**src/rtl/tca_pkg.sv**
```systemverilog
// Shared definitions for the TCA request-to-systolic-array sequencer.
package tca_pkg;

  localparam int TCA_ADDR_W   = 20;
  localparam int TCA_DATA_W   = 128;
  localparam int TCA_MAX_ROWS = 16;
  localparam int TCA_OFIFO_D  = 4;

  typedef enum logic [2:0] {
    S_IDLE,
    S_LOAD,
    S_KICK,
    S_COMPUTE,
    S_DRAIN,
    S_RESP
  } tca_seq_state_t;

  typedef logic [TCA_DATA_W-1:0] tca_row_t;

  // A tile must carry at least one row and fit in the array.
  function automatic logic tca_rows_bad(input logic [15:0] rows, input int max_rows);
    return (rows == 16'd0) || (int'(rows) > max_rows);
  endfunction

endpackage

```
**src/rtl/tca_out_fifo.sv**
```systemverilog
// Output row FIFO between the systolic array and the psum write port.
// Push while full is accepted only when a pop frees the head slot in the same cycle.
module tca_out_fifo #(
  parameter int DATA_W = 128,
  parameter int DEPTH  = 4
) (
  input  logic              i_clk,
  input  logic              i_rst,
  input  logic              i_push,
  input  logic [DATA_W-1:0] i_din,
  input  logic              i_pop,
  output logic [DATA_W-1:0] o_dout,
  output logic              o_full,
  output logic              o_empty
);

  localparam int AW = $clog2(DEPTH);

  logic [DATA_W-1:0] r_mem [DEPTH];
  logic [AW:0]       r_wptr;
  logic [AW:0]       r_rptr;
  logic              w_pop;
  logic              w_push;

  assign o_empty = (r_wptr == r_rptr);
  assign o_full  = (r_wptr[AW] != r_rptr[AW]) && (r_wptr[AW-1:0] == r_rptr[AW-1:0]);
  assign w_pop   = i_pop & ~o_empty;
  assign w_push  = i_push & (~o_full | w_pop);
  assign o_dout  = r_mem[r_rptr[AW-1:0]];

  always_ff @(posedge i_clk or posedge i_rst) begin
    if (i_rst) begin
      r_wptr <= '0;
      r_rptr <= '0;
    end else begin
      if (w_push) r_wptr <= r_wptr + 1'b1;
      if (w_pop)  r_rptr <= r_rptr + 1'b1;
    end
  end

  // Storage needs no reset: the pointers alone define what is valid.
  always_ff @(posedge i_clk) begin
    if (w_push) r_mem[r_wptr[AW-1:0]] <= i_din;
  end

endmodule

```
**src/rtl/tca_sa_sequencer.sv**
```systemverilog
// Runs one tile: load ifmap rows from scratchpad into the SA, start it, write SA rows
// back to the psum region, then issue one complete/error response pulse.
module tca_sa_sequencer
  import tca_pkg::*;
#(
  parameter int ADDR_W   = TCA_ADDR_W,
  parameter int DATA_W   = TCA_DATA_W,
  parameter int MAX_ROWS = TCA_MAX_ROWS,
  parameter int OFIFO_D  = TCA_OFIFO_D
) (
  input  logic              clk,
  input  logic              rst,
  input  logic              req_valid,
  output logic              req_ready,
  input  logic [ADDR_W-1:0] req_base_addr,
  input  logic [ADDR_W-1:0] req_psum_addr,
  input  logic [15:0]       req_rows,
  output logic              rd_valid,
  input  logic              rd_ready,
  output logic [ADDR_W-1:0] rd_addr,
  input  logic              rd_rvalid,
  input  logic [DATA_W-1:0] rd_rdata,
  output logic              sa_valid,
  output logic              sa_load_ifmap,
  output logic              sa_start,
  output logic [DATA_W-1:0] sa_din,
  input  logic              sa_rvalid,
  input  logic              sa_done,
  input  logic [DATA_W-1:0] sa_dout,
  output logic              wr_valid,
  input  logic              wr_ready,
  output logic [ADDR_W-1:0] wr_addr,
  output logic [DATA_W-1:0] wr_data,
  output logic              res_valid,
  output logic              res_complete,
  output logic              res_error
);

  tca_seq_state_t    r_state;
  logic [ADDR_W-1:0] r_base;
  logic [ADDR_W-1:0] r_psum;
  logic [15:0]       r_rows;
  logic [15:0]       r_issued;
  logic [15:0]       r_recvd;
  logic [15:0]       r_wcnt;
  logic              r_err;
  logic              r_res_valid;
  logic              r_res_complete;
  logic              r_res_error;

  logic              w_in_load;
  logic              w_rd_want;
  logic              w_rd_fire;
  logic              w_load_beat;
  logic              w_out_phase;
  logic              w_push;
  logic              w_pop;
  logic              w_overflow;
  logic              w_full;
  logic              w_empty;
  logic [DATA_W-1:0] w_head;

  assign w_in_load   = (r_state == S_LOAD);
  assign w_rd_want   = w_in_load && (r_issued < r_rows);
  assign w_rd_fire   = w_rd_want & rd_ready;
  assign w_load_beat = w_in_load & rd_rvalid;
  assign w_out_phase = (r_state == S_COMPUTE) || (r_state == S_DRAIN);
  assign w_push      = w_out_phase & sa_rvalid;
  assign w_pop       = wr_valid & wr_ready;
  assign w_overflow  = w_push & w_full & ~w_pop;

  always_ff @(posedge clk or posedge rst) begin
    if (rst) begin
      r_state        <= S_IDLE;
      r_base         <= '0;
      r_psum         <= '0;
      r_rows         <= '0;
      r_issued       <= '0;
      r_recvd        <= '0;
      r_wcnt         <= '0;
      r_err          <= 1'b0;
      r_res_valid    <= 1'b0;
      r_res_complete <= 1'b0;
      r_res_error    <= 1'b0;
    end else begin
      r_res_valid    <= 1'b0;
      r_res_complete <= 1'b0;
      r_res_error    <= 1'b0;
      if (w_pop)      r_wcnt <= r_wcnt + 16'd1;
      if (w_overflow) r_err  <= 1'b1;
      case (r_state)
        S_IDLE: begin
          if (req_valid) begin
            r_base   <= req_base_addr;
            r_psum   <= req_psum_addr;
            r_rows   <= req_rows;
            r_issued <= '0;
            r_recvd  <= '0;
            r_wcnt   <= '0;
            if (tca_rows_bad(req_rows, MAX_ROWS)) begin
              r_err   <= 1'b1;
              r_state <= S_RESP;
            end else begin
              r_state <= S_LOAD;
            end
          end
        end
        S_LOAD: begin
          if (w_rd_fire) r_issued <= r_issued + 16'd1;
          if (w_load_beat) begin
            r_recvd <= r_recvd + 16'd1;
            if (r_recvd + 16'd1 == r_rows) r_state <= S_KICK;
          end
        end
        S_KICK: r_state <= S_COMPUTE;
        S_COMPUTE: begin
          if (sa_done) r_state <= S_DRAIN;
        end
        S_DRAIN: begin
          // A short write count means rows went missing even without an overflow.
          if (w_empty && !w_push) begin
            if (r_wcnt != r_rows) r_err <= 1'b1;
            r_state <= S_RESP;
          end
        end
        S_RESP: begin
          r_res_valid    <= 1'b1;
          r_res_complete <= ~r_err;
          r_res_error    <= r_err;
          r_err          <= 1'b0;
          r_state        <= S_IDLE;
        end
        default: r_state <= S_IDLE;
      endcase
    end
  end

  tca_out_fifo #(
    .DATA_W (DATA_W),
    .DEPTH  (OFIFO_D)
  ) u_ofifo (
    .i_clk   (clk),
    .i_rst   (rst),
    .i_push  (w_push),
    .i_din   (sa_dout),
    .i_pop   (w_pop),
    .o_dout  (w_head),
    .o_full  (w_full),
    .o_empty (w_empty)
  );

  assign req_ready     = (r_state == S_IDLE);
  assign rd_valid      = w_rd_want;
  assign rd_addr       = w_rd_want ? r_base + ADDR_W'(r_issued) : '0;
  assign sa_valid      = w_load_beat | (r_state == S_KICK);
  assign sa_load_ifmap = w_load_beat;
  assign sa_start      = (r_state == S_KICK);
  assign sa_din        = w_load_beat ? rd_rdata : '0;
  assign wr_valid      = w_out_phase & ~w_empty;
  assign wr_addr       = wr_valid ? r_psum + ADDR_W'(r_wcnt) : '0;
  assign wr_data       = wr_valid ? w_head : '0;
  assign res_valid     = r_res_valid;
  assign res_complete  = r_res_complete;
  assign res_error     = r_res_error;

endmodule

```
**config.mk**
```make
export PLATFORM = sky130hd
export DESIGN_NAME = tca_sa_sequencer
export DESIGN_NICKNAME = d
export VERILOG_FILES = /design/src/rtl/tca_pkg.sv /design/src/rtl/tca_out_fifo.sv /design/src/rtl/tca_sa_sequencer.sv
export SDC_FILE = /design/constraint.sdc
export NUM_CORES = 1
export LEC_CHECK = 0
export ABC_AREA = 1
export BUFFER_PORTS_ARGS = -buffer_cell sky130_fd_sc_hd__buf_4
export CORE_MARGIN = 2
export CORE_UTILIZATION = 50
export CTS_CLUSTER_SIZE = 30
export DETAILED_ROUTE_END_ITERATION = 10
export HOLD_SLACK_MARGIN = 0.05
export PLACE_DENSITY = 0.78
export SYNTH_ARGS = -nofsm -noshare
export SYNTH_HDL_FRONTEND = slang
export SYNTH_SLANG_ARGS = --single-unit
```
**constraint.sdc**
```tcl
create_clock -name clk -period 8.3 [get_ports clk]
set_clock_uncertainty 0.15 [all_clocks]
set_input_delay 0.83 -clock clk [delete_from_list [all_inputs] [get_ports clk]]
set_output_delay 0.83 -clock clk [all_outputs]
set_load 0.03 [all_outputs]
```
==> impl_metrics.py <==
metrics = {
    "critical_path": {
        "crit_path_cell_trace": "buf_4 -> buf_4 -> nor2_1 -> nor2_1 -> o21ai_0 -> a21oi_1 -> buf_4",
        "path_buf_inv": 3,
        "worstSetupPathType": "flop to output port",
        "kind_of_cell_with_the_highest_combined_delay_on_the_critical_path": "buffers and inverters",
        "r2r_cells": 9,
        "critPathMostFrequentCell": "sky130_fd_sc_hd__buf_4",
        "type_of_origin_of_the_critical_path": "flop",
        "capturing_point_of_the_worst_reg2reg_path": "u_ofifo.r_mem[2][44]",
        "worst-endpoint-required_ns": 7.32,
        "reg2reg_setup_slack_ns": 3.93,
        "critPathSlowestCell": "sky130_fd_sc_hd__buf_4",
        "maximum_fanout_encountered_on_the_critical_timing_path": 108,
        "delay_of_the_slowest_critical_path_stage_ns": 1.01,
        "r2r_start": "u_ofifo.r_rptr[1]",
        "worstPathArrival_ns": 4.43,
        "endpoint_kind": "output port",
    },
    "cells_and_area": {
        "nets": 3959,
        "post_route_cells_drive_above_1_share_pct": 20.99,
        "fin_area_um2": 36510,
        "n_fill_cell": 4540,
        "area_delta_synth_final_pct": 25.03,
    },
    "detailed_routing": {
        "dr.pass1.iters": 7,
        "drc": 0,
        "routed_wl_um": 91870,
        "ant_nets": 0,
        "count_of_vias_placed_by_the_detailed_router": 23730,
        "route.detailed.wl_per_inst_um": 20.86,
        "post_drt_via_cell_ratio": 5.386,
        "drt_iter0_drc": 2021,
    },
    "floorplanning": {
        "die_area_um2": 60360,
        "start_util_pct": 50.62,
        "die_width_um": 245.7,
        "fp.coreArea_um2": 57700,
        "fp-row-count": 88,
        "die_h_um": 245.7,
        "ioPinCount": 625,
    },
    "sta": {
        "post-route-period-util_pct": 65.23,
        "post-route-worst-setup-slack_ns": 2.886,
        "rsz0062_at_grt": "false",
        "tns_ns": 0,
        "worst_margin_slew_ns": 1.155,
        "fin_crit_ns": 5.414,
        "worst_slew_margin_rel_pct": 22.99,
        "finalMaxSlewViolations": 0,
        "final_hold_viol_count": 0,
        "holdWs_ns": 0.2189,
        "maxClockFrequency_ghz": 0.1847,
        "setup_viol": 0,
    },
    "synth": {
        "synthesized_area_divided_by_synthesized_cell_count_um2": 9.673,
        "post_synth_inst_count": 3019,
        "netlist_top_cells_area": "sky130_fd_sc_hd__edfxtp_1 (53%), sky130_fd_sc_hd__dfrtp_1 (10%), sky130_fd_sc_hd__nor2_1 (9.9%)",
        "post_synthesis_instance_area_um2": 29200,
        "number_of_synthesized_flops_with_an_enable_pin": 512,
        "seq_area_frac_synth_pct": 62.67,
        "postSynthNetCount": 3396,
        "synth_ff_type": "sky130_fd_sc_hd__edfxtp_1",
        "synth.ff_latch_count": 629,
        "ys.warnings.count": 0,
        "most_frequent_cell_after_synthesis": "sky130_fd_sc_hd__nor2_1",
        "synth_top_area_cell": "sky130_fd_sc_hd__edfxtp_1",
        "synth_top_area_share_pct": 52.65,
        "ys_top_cells_by_count": "sky130_fd_sc_hd__nor2_1 (767), sky130_fd_sc_hd__edfxtp_1 (512), sky130_fd_sc_hd__nand2_1 (362), sky130_fd_sc_hd__o21ai_0 (340), sky130_fd_sc_hd__inv_1 (262)",
        "number_of_library_cell_types_mapped_by_synthesis": 45,
        "synth-async-reset-ratio_pct": 18.60,
    },
    "worst_hold_path": {
        "holdCritPathClass": "input port to flop",
        "worst_hold_path.num_cells": 1,
        "hold_path_startpoint": "sa_dout[80]",
        "hold-path-endpoint": "u_ofifo.r_mem[0][80]",
    },
    "clock_tree": {
        "post_cts.resized_instances": 0,
        "tritoncts": "yes",
        "path_clk_slew_ns": 0.06,
        "cts-root-buf": "sky130_fd_sc_hd__clkbuf_16",
        "ctsHoldBuffers": 0,
        "cts_post_setup_buffers_inserted": 0,
        "cts_max_path_buffers": 3,
        "clock_latency_ns": 0.64,
        "number_of_sinks_handled_by_clock_tree_synthesis": 629,
        "cts_max_level": 2,
        "cts-buffers-inserted": 61,
    },
    "power": {
        "cellPowerDensity_nw_per_um2": 327.0,
        "vdd.ir_drop.worst_mv": 0.2536,
        "leakage_power_uw": 0.01548,
        "power_after_layout_uw": 11940,
    },
    "place": {
        "finalWeightedCongestion": 1.022,
        "place_area_um2": 34520,
        "placement.io_buffers": 624,
        "hpwl_um": 61980,
        "pre_cts_slack_ns": 3.609,
    },
    "job": {
        "number_of_violations_of_the_max_capacitance_limit": 0,
    },
    "global_route": {
        "grt-ovfl-total": 0,
        "maximum_number_of_pins_on_one_net_before_global_route_repair": 171,
        "first_global_vias": 22550,
        "antenna_violations_before_repair": 15,
        "grt.total_usage_pct": 29.64,
        "first_pass_grt_wire_length_um": 134500,
    },
    "run_status": {
        "run_status": "completed",
    },
}
==> power by group <==
part / internal, uW / switching [uW]
clock: 1540 / 1190
combinational: 1520 / 3480
sequential: 3830 / 372
==> state kept, by name, summed over array words and instances, names as in the netlist <==
name	flops
u_ofifo.r_rptr	3
res_complete	1
res_valid	1
u_ofifo.r_mem	512
u_ofifo.r_wptr	3
r_rows	16
r_psum	20
r_base	20
r_err	1
r_recvd	16
r_wcnt	16
r_issued	16
res_error	1
r_state	3
==> metal layers <==
layer | vias to the layer above | GRT usage, % | wire length (um)
met2 | 1046 | 47.21 | 43150
li1 | 11240 | - | -
met1 | 11230 | 36.25 | 34140
met4 | 12 | 16.29 | 5261
met5 | - | 0 | 81
met3 | 199 | 8.851 | 9243
==> final cells by class <==
class	count	area, um^2	area share, %
clock inverters	35	389.1	1.066
multi-input cells	1980	9374	25.67
diodes	9	22.52	0.06168
flip-flops and latches	629	18310	50.15
repair buffers	639	4847	13.27
well taps	765	957.2	2.621
inverters	271	1027	2.813
clock buffers	77	1587	4.345
==> cell usage in the layout, fill, tap and decap left out, types with 14 or more instances in the layout <==
master | netlist | final
sky130_fd_sc_hd__edfxtp_1 | 512 | 512
sky130_fd_sc_hd__xnor2_1 | 14 | 14
sky130_fd_sc_hd__inv_1 | 262 | 259
sky130_fd_sc_hd__nor3_1 | 21 | 21
sky130_fd_sc_hd__clkbuf_1 | 118 | 16
sky130_fd_sc_hd__o21ai_0 | 340 | 340
sky130_fd_sc_hd__nand2_1 | 362 | 361
sky130_fd_sc_hd__a21oi_1 | 202 | 202
sky130_fd_sc_hd__dfrtp_1 | 117 | 115
sky130_fd_sc_hd__xor2_1 | 37 | 37
sky130_fd_sc_hd__clkbuf_16 | 0 | 61
sky130_fd_sc_hd__nand3_1 | 87 | 87
sky130_fd_sc_hd__buf_4 | 3 | 635
sky130_fd_sc_hd__nand4_1 | 14 | 14
sky130_fd_sc_hd__ha_1 | 55 | 55
sky130_fd_sc_hd__nor2_1 | 767 | 764
==> worst register-to-register path, delay by kind of cell, from the launching register on <==
kind | cells | cell delay (ns)
buffers and inverters | 2 | 0.83
DFF | 1 | 1.05
and+or+nand+nor | 6 | 1.35
xor gates and xnor gates | 1 | 0.18
==> worst max-delay path by stage <==
| stage | endpoint | depth (start not counted) | slack [ns] | start |
|---|---|---|---|---|
| 2_1_floorplan | u_ofifo.r_mem[0][0] | 12 | 0.87 | r_state[1] |
| 3_3_place_gp | wr_data[88] | 7 | 3.65 | u_ofifo.r_rptr[0] |
| 3_5_place_dp | wr_data[34] | 7 | 3.61 | u_ofifo.r_rptr[0] |
| 4_1_cts | wr_data[84] | 7 | 2.84 | u_ofifo.r_rptr[0] |
| 5_1_grt | wr_data[34] | 7 | 2.53 | u_ofifo.r_rptr[0] |
| 6_report | wr_data[84] | 7 | 2.89 | u_ofifo.r_rptr[0] |
==> per-stage QoR <==
| step | util (%) | instances |
|---|---|---|
| after global placement | 59.82 | 4284 |
| final | 63.29 | 4405 |
| after detailed placement | 59.82 | 4284 |
| after global routing | 63.27 | 4402 |
| after floorplan | - | 3019 |
| after CTS | 63.25 | 4396 |
==> cells by family after synthesis <==
family,synth area share (%)
fa+ha+maj,2.493
buf+inv,5.368
xor+xnor,1.607
compound gates,10.20
simple gates,17.66
flops,62.67
(Power assumes the default switching activity.)
